<file path="config.mk">
export PLATFORM = sky130hd
export DESIGN_NAME = ap_ctrl_driver
export DESIGN_NICKNAME = d
export VERILOG_FILES = /design/src/rtl/ap_ctrl_pkg.sv /design/src/rtl/ap_ctrl_ts_fifo.sv /design/src/rtl/ap_ctrl_driver.sv
export SDC_FILE = /design/constraint.sdc
export NUM_CORES = 1
export LEC_CHECK = 0
export CORE_AREA = 3 3 187 144
export DETAILED_ROUTE_END_ITERATION = 7
export DIE_AREA = 0 0 190 147
export GPL_TIMING_DRIVEN = 0
export PLACE_DENSITY = 0.49
export SYNTH_ARGS = -nofsm -noshare
export SYNTH_HDL_FRONTEND = slang
export SYNTH_SLANG_ARGS = --single-unit
</file>
<file path="constraint.sdc">
create_clock -name ap_clk -period 2.61 [get_ports ap_clk]
set_input_delay 0.3915 -clock ap_clk [delete_from_list [all_inputs] [get_ports ap_clk]]
set_output_delay 0.3915 -clock ap_clk [all_outputs]
set_load 0.01 [all_outputs]
</file>
<file path="src/rtl/ap_ctrl_pkg.sv">
// Shared defaults and latency helpers for the ap_ctrl_chain initiator.
package ap_ctrl_pkg;

  localparam int IN_W_DEF     = 16;
  localparam int OUT_W_DEF    = 16;
  localparam int LAT_W_DEF    = 16;
  localparam int TS_DEPTH_DEF = 4;
  localparam int CNT_W_DEF    = 32;

  typedef logic [LAT_W_DEF-1:0] lat_t;

  // Modular difference; wraps cleanly when the cycle counter has rolled over.
  function automatic lat_t lat_diff(input lat_t now, input lat_t past);
    return now - past;
  endfunction

endpackage

</file>
<file path="src/rtl/ap_ctrl_ts_fifo.sv">
// Start-timestamp FIFO: one entry per transaction accepted by the core.
module ap_ctrl_ts_fifo #(
  parameter int LAT_W    = 16,
  parameter int TS_DEPTH = 4
) (
  input  logic             ap_clk,
  input  logic             ap_rst_n,
  input  logic             push,
  input  logic             pop,
  input  logic [LAT_W-1:0] din,
  output logic [LAT_W-1:0] head,
  output logic             full,
  output logic             empty
);

  localparam int PTR_W = $clog2(TS_DEPTH);
  localparam logic [PTR_W:0] FULL_CNT = (PTR_W+1)'(TS_DEPTH);

  logic [LAT_W-1:0] mem [TS_DEPTH];
  logic [PTR_W-1:0] wr_ptr;
  logic [PTR_W-1:0] rd_ptr;
  logic [PTR_W:0]   count;
  logic             push_ok;
  logic             pop_ok;

  assign full    = (count == FULL_CNT);
  assign empty   = (count == '0);
  assign push_ok = push & ~full;
  assign pop_ok  = pop & ~empty;
  assign head    = mem[rd_ptr];

  always_ff @(posedge ap_clk or negedge ap_rst_n) begin
    if (!ap_rst_n) begin
      wr_ptr <= '0;
      rd_ptr <= '0;
      count  <= '0;
      for (int i = 0; i < TS_DEPTH; i++) mem[i] <= '0;
    end else begin
      if (push_ok) begin
        mem[wr_ptr] <= din;
        wr_ptr      <= wr_ptr + 1'b1;
      end
      if (pop_ok) rd_ptr <= rd_ptr + 1'b1;
      case ({push_ok, pop_ok})
        2'b10:   count <= count + 1'b1;
        2'b01:   count <= count - 1'b1;
        default: count <= count;
      endcase
    end
  end

endmodule

</file>
<file path="src/rtl/ap_ctrl_driver.sv">
// ap_ctrl_chain initiator: streams inputs into an HLS core and returns
// each result tagged with its ap_ready-to-ap_done latency in cycles.
module ap_ctrl_driver
  import ap_ctrl_pkg::*;
#(
  parameter int IN_W     = IN_W_DEF,
  parameter int OUT_W    = OUT_W_DEF,
  parameter int LAT_W    = LAT_W_DEF,
  parameter int TS_DEPTH = TS_DEPTH_DEF,
  parameter int CNT_W    = CNT_W_DEF
) (
  input  logic             ap_clk,
  input  logic             ap_rst_n,
  input  logic             enable,
  input  logic             s_valid,
  output logic             s_ready,
  input  logic [IN_W-1:0]  s_data,
  output logic             m_valid,
  input  logic             m_ready,
  output logic [OUT_W-1:0] m_data,
  output logic [LAT_W-1:0] m_latency,
  output logic             core_ap_start,
  input  logic             core_ap_ready,
  input  logic             core_ap_done,
  output logic             core_ap_continue,
  output logic [IN_W-1:0]  core_in,
  input  logic [OUT_W-1:0] core_out,
  output logic             busy,
  output logic [CNT_W-1:0] txn_count,
  output logic             err_protocol
);

  logic [LAT_W-1:0] cyc;
  logic [LAT_W-1:0] ts_head;
  logic [LAT_W-1:0] lat_raw;
  logic [LAT_W-1:0] lat_cur;
  logic             ts_full;
  logic             ts_empty;
  logic             ts_pop;
  logic             start_pending;
  logic             complete;

  // Start is masked during reset so the core never sees a stray request.
  assign core_ap_start    = ap_rst_n & (start_pending | (s_valid & enable & ~ts_full));
  assign s_ready          = core_ap_start & core_ap_ready;
  assign core_ap_continue = ~m_valid | m_ready;
  assign core_in          = s_data;
  assign complete         = core_ap_done & core_ap_continue;
  assign ts_pop           = complete & ~ts_empty;
  assign busy             = ~ts_empty | m_valid;

  if (LAT_W == LAT_W_DEF) begin : g_pkg_diff
    assign lat_raw = lat_diff(cyc, ts_head);
  end else begin : g_wide_diff
    assign lat_raw = cyc - ts_head;
  end

  // A done with nothing in flight has no start timestamp to measure against.
  assign lat_cur = ts_empty ? '0 : lat_raw;

  ap_ctrl_ts_fifo #(
    .LAT_W    (LAT_W),
    .TS_DEPTH (TS_DEPTH)
  ) u_ts_fifo (
    .ap_clk   (ap_clk),
    .ap_rst_n (ap_rst_n),
    .push     (s_ready),
    .pop      (ts_pop),
    .din      (cyc),
    .head     (ts_head),
    .full     (ts_full),
    .empty    (ts_empty)
  );

  always_ff @(posedge ap_clk or negedge ap_rst_n) begin
    if (!ap_rst_n) begin
      cyc           <= '0;
      start_pending <= 1'b0;
      m_valid       <= 1'b0;
      m_data        <= '0;
      m_latency     <= '0;
      txn_count     <= '0;
      err_protocol  <= 1'b0;
    end else begin
      cyc <= cyc + 1'b1;

      // ap_start must stay high until the core takes it, even if enable drops.
      if (core_ap_ready)      start_pending <= 1'b0;
      else if (core_ap_start) start_pending <= 1'b1;

      if (complete) begin
        m_valid   <= 1'b1;
        m_data    <= core_out;
        m_latency <= lat_cur;
        txn_count <= txn_count + 1'b1;
        if (ts_empty) err_protocol <= 1'b1;
      end else if (m_ready) begin
        m_valid <= 1'b0;
      end
    end
  end

endmodule

</file>
==> results of run 1 <==
==> per-layer routing <==
| metal | track usage, % | up-vias | wire [um] |
|---|---|---|---|
| met5 | 0 | - | 0 |
| met4 | 4.064 | 0 | 267 |
| met3 | 3.507 | 27 | 919 |
| met2 | 21.24 | 109 | 8859 |
| met1 | 18.88 | 2641 | 8784 |
| li1 | - | 2483 | - |
==> synth_stat cells (3+ instances only) <==
cell	count
nand3_1	18
a21oi_1	16
nand4_1	14
clkbuf_1	13
a21o_1	10
xor2_1	25
dfrtp_1	154
and4_1	3
inv_1	33
mux4_2	16
a32o_1	4
nor2_1	18
nor3_1	6
nand2b_1	5
and2_1	5
nor3_2	5
o21ai_0	19
buf_4	16
o21a_1	4
nand2_1	55
or3_1	4
o211ai_1	5
ha_1	25
mux2_2	75
buf_2	8
xnor2_1	33
and3_1	6
==> tightest hold or removal path: cells and delay by family <==
kind          cells  cell delay (ps)
buf+inv           2              240
simple gates      1               40
==> state kept, by name, summed over array words and instances (netlist names) <==
signal,flops
m_data,16
u_ts_fifo.count,3
u_ts_fifo.wr_ptr,2
err_protocol,1
m_latency,16
u_ts_fifo.rd_ptr,2
cyc,16
start_pending,1
m_valid,1
u_ts_fifo.mem,64
txn_count,32
==> how the worst max path moves through the flow <==
| stage | startpoint | end |
|---|---|---|
| after CTS | u_ts_fifo.rd_ptr[0]$_DFFE_PN0P_ | m_latency[14]$_DFFE_PN0N_ |
| final | u_ts_fifo.rd_ptr[0]$_DFFE_PN0P_ | m_latency[14]$_DFFE_PN0N_ |
| after detailed placement | m_ready | u_ts_fifo.count[2]$_DFFE_PN0P_ |
| after global placement | ap_rst_n | u_ts_fifo.mem[24]$_DFFE_PN0P_ |
| after floorplan | u_ts_fifo.rd_ptr[0]$_DFFE_PN0P_ | m_latency[13]$_DFFE_PN0N_ |
| after global routing | u_ts_fifo.rd_ptr[0]$_DFFE_PN0P_ | m_latency[14]$_DFFE_PN0N_ |
==> per-stage QoR <==
step	instance area (um^2)	setup slack, ps	total power, mW
after floorplan	7571	3.140	4.772
after global routing	10190	-263.0	9.647
after global placement	9065	-5624	5.739
final	10190	-164.1	9.114
after CTS	10090	-185.6	9.041
after detailed placement	9094	-540.5	5.814
==> power by group <==
part	total (mW)	switching (mW)	internal [mW]	leakage [nW]
registers	3.08	0.275	2.80	2.02
clock network	2.66	1.03	1.63	0.307
logic	3.38	1.52	1.85	2.30
==> area by class of cell <==
| type | instances | area [um^2] | share of cell area [%] |
|---|---|---|---|
| Sequential cell | 154 | 3854 | 37.82 |
| Multi-Input combinational cell | 397 | 3558 | 34.93 |
| Timing Repair Buffer | 132 | 1315 | 12.91 |
| Clock buffer | 18 | 439.2 | 4.310 |
| Tap cell | 338 | 422.9 | 4.151 |
| Buffer | 37 | 277.8 | 2.726 |
| Clock inverter | 14 | 193.9 | 1.903 |
| Inverter | 33 | 127.6 | 1.253 |
==> cells by family after synthesis <==
family,Yosys count,synth area share [%]
buffers and inverters,72,4.620
AND/OR/NAND/NOR,150,10.40
multiplexers,94,16.44
adder cells (fa/ha/maj),27,4.687
flip-flops,154,51.19
XOR/XNOR,58,6.748
AO/OA/AOI/OAI,68,5.917
==> what timing repair did <==
item | CTS | global route
gates resized for setup | 34 | 19
gates cloned | 1 | 0
pin swaps | 21 | 14
setup buffers | 17 | 5
endpoints found under the setup margin | 12 | 13
hold buffers | 2 | 0
hold endpoints to repair | 51 | 0
==> run metrics, run 1 <==
DR DRC count 0; Hold Vio Cnt, Final 0; Ys Warns 0; gpl congestion 0.8022; H-Tree Depth 4; delay-heaviest family, CP compound AO/OA/AOI/OAI gates; clk_lat worst skew 440 ps; Fill cells 2325; slew of the pin with the lowest slew margin 758.3 ps; number of synthesized flops with an enable pin 0; share of cells above drive strength 1 28.28%; CTS root buf clkbuf_16; worst r2r path cells 11; placed cell count 1069; Final Non-Filler Cells 1123; clock sink count 154; Final min period 2774 ps; Antenna Violating Nets Remaining 0; nets@finish 838; core area 0.02496 mm^2; leading area contributor after synthesis dfrtp_1; Critical Path RT 2930 ps; per-cell routed wire length 16.77 um; clock skew 11.55 ps; cell depth of the worst setup path 11; commonest non-fill, non-tap cell in the layout dfrtp_1; die height 147 um; Seq cells post-synth 154; Vias 5260; WL final 18.83 mm; Synth-to-Final Area Change 35.33%; hold path cells 3; Fmax 360.5 MHz; CTS tree done; slowest stage delay, CP 560 ps; failing checks negative setup slack; Hold Path Origin core_ap_done; Hold Crit Class primary input to register; critical path class register to register; endpoints failing setup 5; first-pass GRT wire length 29.89 mm; Final period util 106.3%; utilization after layout 40.82%; DP HPWL 13.46 mm; Final Max Tran Viols 0; initial core utilization 30.16%; share of flip-flops with an asynchronous set or reset 100.0%; type of origin of the critical path register; setup TNS -538.6 ps; largest net degree at the start of global routing 104; Max IR drop VDD 0.0005956 V; crit path cell chain buf_12 > buf_12 > mux4_2 > ha_4 > inv_2 > fa_2 > a21o_1 > nand4_1 > a21o_1 > a31o_2 > a32o_1; GRT overflow 0; top post-synthesis cells by area dfrtp_1 51%, mux2_2 11%, mux4_2 4.8%; Seq/Total Area, Yosys 51.19%; max_slew headroom 49.06%; commonest cells after routing, fill and taps aside 154 x dfrtp_1, 106 x clkdlybuf4s50_1, 75 x mux2_2, 53 x nand2_1, 37 x buf_4; vias in the first global route 5468; Rows 50; Worst setup EP type register; Crit-path slowest cell mux4_2; Vias/cell 4.684; cts bufs inserted 17; predominant post-synthesis flop cell dfrtp_1; DIE AREA 0.02793 mm^2; Avg Inst Size Synth 12.08 um^2; status complete, but fails checks; clock slew at reported path FFs 60 ps; drt pass-1 iters 4; I/O pin count 125; post-route setup slack -164.1 ps; hold endpoint m_valid$_DFFE_PN0P_; r2r startpoint u_ts_fifo.rd_ptr[0]$_DFFE_PN0P_; RSZ-0062 raised after global routing true; reg2reg end m_latency[14]$_DFFE_PN0N_; Synth cell types 50; n_diodes 0; P per Cell Area 894.5 mW/mm^2; antenna violations before repair 0; 1st-iter DRT viols 271; I/O Buffers 107; Gate Count Post-Synth 623; syn_nets 689; Arr. time, crit path 3100 ps; total of max-cap violations 0; flop-to-flop setup slack -160 ps; post-synth top area share 51.19%; WHS 286.0 ps; gr usage total 13.68%; CTS max path bufs 2; LEAKAGE 4.622 nW; Worst Path Max Fanout 6; Die X-Extent 190 um; synthesized cell area 0.007528 mm^2; CP Buf/Inv Count 3
(Power assumes the default switching activity.)
==> run 2: changes to the inputs <==
Settings changed: ABC_CLOCK_PERIOD_IN_PS from default to 2610.
==> results of run 2 <==
The final DEF is identical to that of run 1; final timing and power are the same.
==> run 3: changes to the inputs <==
Settings changed: CTS_BUF_LIST from default to sky130_fd_sc_hd__clkbuf_8 sky130_fd_sc_hd__clkbuf_16, TNS_END_PERCENT from default to 20.
==> run 3 against run 2 <==
Effect of this change:
- the run still ends with negative setup slack left
- die area unchanged
- sequential power barely moved
- clock power barely moved
- cell count is 0.36% lower
- largest power group unchanged
- highest routed layer unchanged
==> run metrics, run 3 (synthesized netlist as in run 1, its figures left out) <==
status complete, but fails checks (unchanged); failing checks negative setup slack (unchanged); nets@finish 834 (was 838); Crit-path slowest cell mux4_2 (unchanged); clock slew at reported path FFs 60 ps (about the same); CP Buf/Inv Count 3 (unchanged); die height 147 um (unchanged); drt pass-1 iters 4 (unchanged); register bank with the most flops u_ts_fifo.mem (unchanged); crit path cell chain buf_12 > buf_12 > mux4_2 > ha_4 > inv_2 > fa_2 > a21o_1 > nand4_1 > a21o_1 > a31o_2 > a32o_1 (unchanged); delay-heaviest family, CP compound AO/OA/AOI/OAI gates (unchanged); met3 Track Usage GR 3.507% (unchanged); Synth-to-Final Area Change 34.70% (was 35.33%); P per Cell Area 886.4 mW/mm^2 (was 894.5 mW/mm^2); I/O pin count 125 (unchanged); Final period util 105.7% (was 106.3%); first-pass GRT wire length 29.78 mm (was 29.89 mm); Arr. time, crit path 3080 ps (was 3100 ps); placed cell count 1069 (unchanged); Final Non-Filler Cells 1119 (was 1123); CTS max path bufs 2 (unchanged); cts bufs inserted 17 (unchanged); number of flip-flops in the largest register 64 (unchanged); Vias 5261 (was 5260); Worst setup EP type register (unchanged); Worst Path Max Fanout 6 (unchanged); slowest stage delay, CP 560 ps (about the same); I/O Buffers 107 (unchanged); Hold Crit Class primary input to register (unchanged); endpoints failing setup 7 (was 5); per-cell routed wire length 16.73 um (was 16.77 um); Regs by FF count u_ts_fifo.mem x64, txn_count x32 (unchanged); DP HPWL 13.46 mm (unchanged); RSZ-0062 raised after global routing true (unchanged); H-Tree Depth 4 (unchanged); total of max-cap violations 0 (unchanged); gr usage total 13.63% (was 13.68%); DR DRC count 0 (unchanged); GRT overflow 0 (unchanged); n_diodes 0 (unchanged); Hold Vio Cnt, Final 0 (unchanged); Antenna Violating Nets Remaining 0 (unchanged); DIE AREA 0.02793 mm^2 (unchanged); post-route setup slack -149.8 ps (was -164.1 ps); Critical Path RT 2930 ps (about the same); CTS tree done (unchanged); type of origin of the critical path register (unchanged); Final Max Tran Viols 0 (unchanged); Vias/cell 4.702 (was 4.684); Fmax 362.4 MHz (was 360.5 MHz); Max IR drop VDD 0.0005939 V (was 0.0005956 V); antenna violations before repair 0 (unchanged); vias in the first global route 5453 (was 5468); initial core utilization 30.16% (unchanged); clk_lat worst skew 440 ps (about the same); largest net degree at the start of global routing 104 (unchanged); commonest cells after routing, fill and taps aside 154 x dfrtp_1, 106 x clkdlybuf4s50_1, 75 x mux2_2, 53 x nand2_1, 32 x xnor2_1 (was 154 x dfrtp_1, 106 x clkdlybuf4s50_1, 75 x mux2_2, 53 x nand2_1, 37 x buf_4); CTS root buf clkbuf_16 (unchanged); gr busiest metal met2 (unchanged); slew of the pin with the lowest slew margin 757.6 ps (was 758.3 ps); LEAKAGE 4.615 nW (was 4.622 nW); 1st-iter DRT viols 258 (was 271); M1 GR Usage 18.77% (was 18.88%); gpl congestion 0.8022 (unchanged); max_slew headroom 49.10% (was 49.06%); Die X-Extent 190 um (unchanged); clock sink count 154 (unchanged); WL final 18.72 mm (was 18.83 mm); share of cells above drive strength 1 27.40% (was 28.28%); critical path class register to register (unchanged); utilization after layout 40.63% (was 40.82%); Final min period 2760 ps (was 2774 ps); Rows 50 (unchanged); core area 0.02496 mm^2 (unchanged); GR Util met2 21.21% (was 21.24%); clock skew 13.31 ps (was 11.55 ps); commonest non-fill, non-tap cell in the layout dfrtp_1 (unchanged)
## run 3: worst paths after layout
path	depth (start not counted)	slack, ps	end	start
min in group asynchronous	3	520	start_pending$_DFFE_PN0P_	ap_rst_n
worst max register to register	11	-150	m_latency[14]$_DFFE_PN0N_	u_ts_fifo.rd_ptr[0]$_DFFE_PN0P_
max in group asynchronous	3	1540	u_ts_fifo.mem[18]$_DFFE_PN0P_	ap_rst_n
worst max-delay path	11	-150	m_latency[14]$_DFFE_PN0N_	u_ts_fifo.rd_ptr[0]$_DFFE_PN0P_
worst min register to register	1	470	txn_count[31]$_DFFE_PN0N_	txn_count[31]$_DFFE_PN0N_
worst min-delay path	3	280	m_valid$_DFFE_PN0P_	core_ap_done
## run 3: per-stage QoR
step	hold slack, ps	total power, mW	cell area (um^2)	worst slack, ps	TNS [ps]
4_1_cts	260.7	8.990	10070	-185.6	-724.9
3_3_place_gp	456.4	5.739	9065	-5624	-1164770
2_1_floorplan	95.91	4.772	7571	3.140	0
6_report	282.6	8.989	10140	-149.8	-566.0
5_1_grt	317.1	9.522	10140	-246.9	-1521
3_5_place_dp	384.5	5.814	9094	-540.5	-8553
## run 3: layer usage
| layer | up-vias | part of all wire, % | wire [um] |
|---|---|---|---|
| met5 | - | 0 | 0 |
| met1 | 2652 | 47 | 8801 |
| met2 | 106 | 47 | 8769 |
| met3 | 24 | 4.8 | 906 |
| li1 | 2479 | - | - |
| met4 | 0 | 1.3 | 246 |
## run 3: area by class of cell
cell class	instances	area, um^2
well taps	338	422.9
fillers	2331	14820
flip-flops and latches	154	3854
repair buffers	127	1297
inverters	33	123.9
multi-input cells	397	3525
clock buffers	18	439.2
clock inverters	14	193.9
plain buffers	38	285.3
## run 3: report_power, final
group	switching [mW]	leakage (nW)	total, mW	internal (mW)
clock network	1.03	0.307	2.66	1.63
registers	0.270	2.02	3.07	2.80
logic	1.47	2.29	3.25	1.78
## run 3: repair_timing
| action | in CTS | in global routing |
|---|---|---|
| setup endpoints to repair | 12 | 12 |
| gates cloned | 1 | 0 |
| resized for setup | 34 | 17 |
| hold buffers | 2 | 0 |
| setup buffers | 14 | 2 |
| endpoints found under the hold margin | 51 | 0 |
| pin swaps | 17 | 8 |
## run 3: worst min-delay path: stages
cell and delay, ps:
clkbuf_1 160, inv_1 80, nand2_1 40
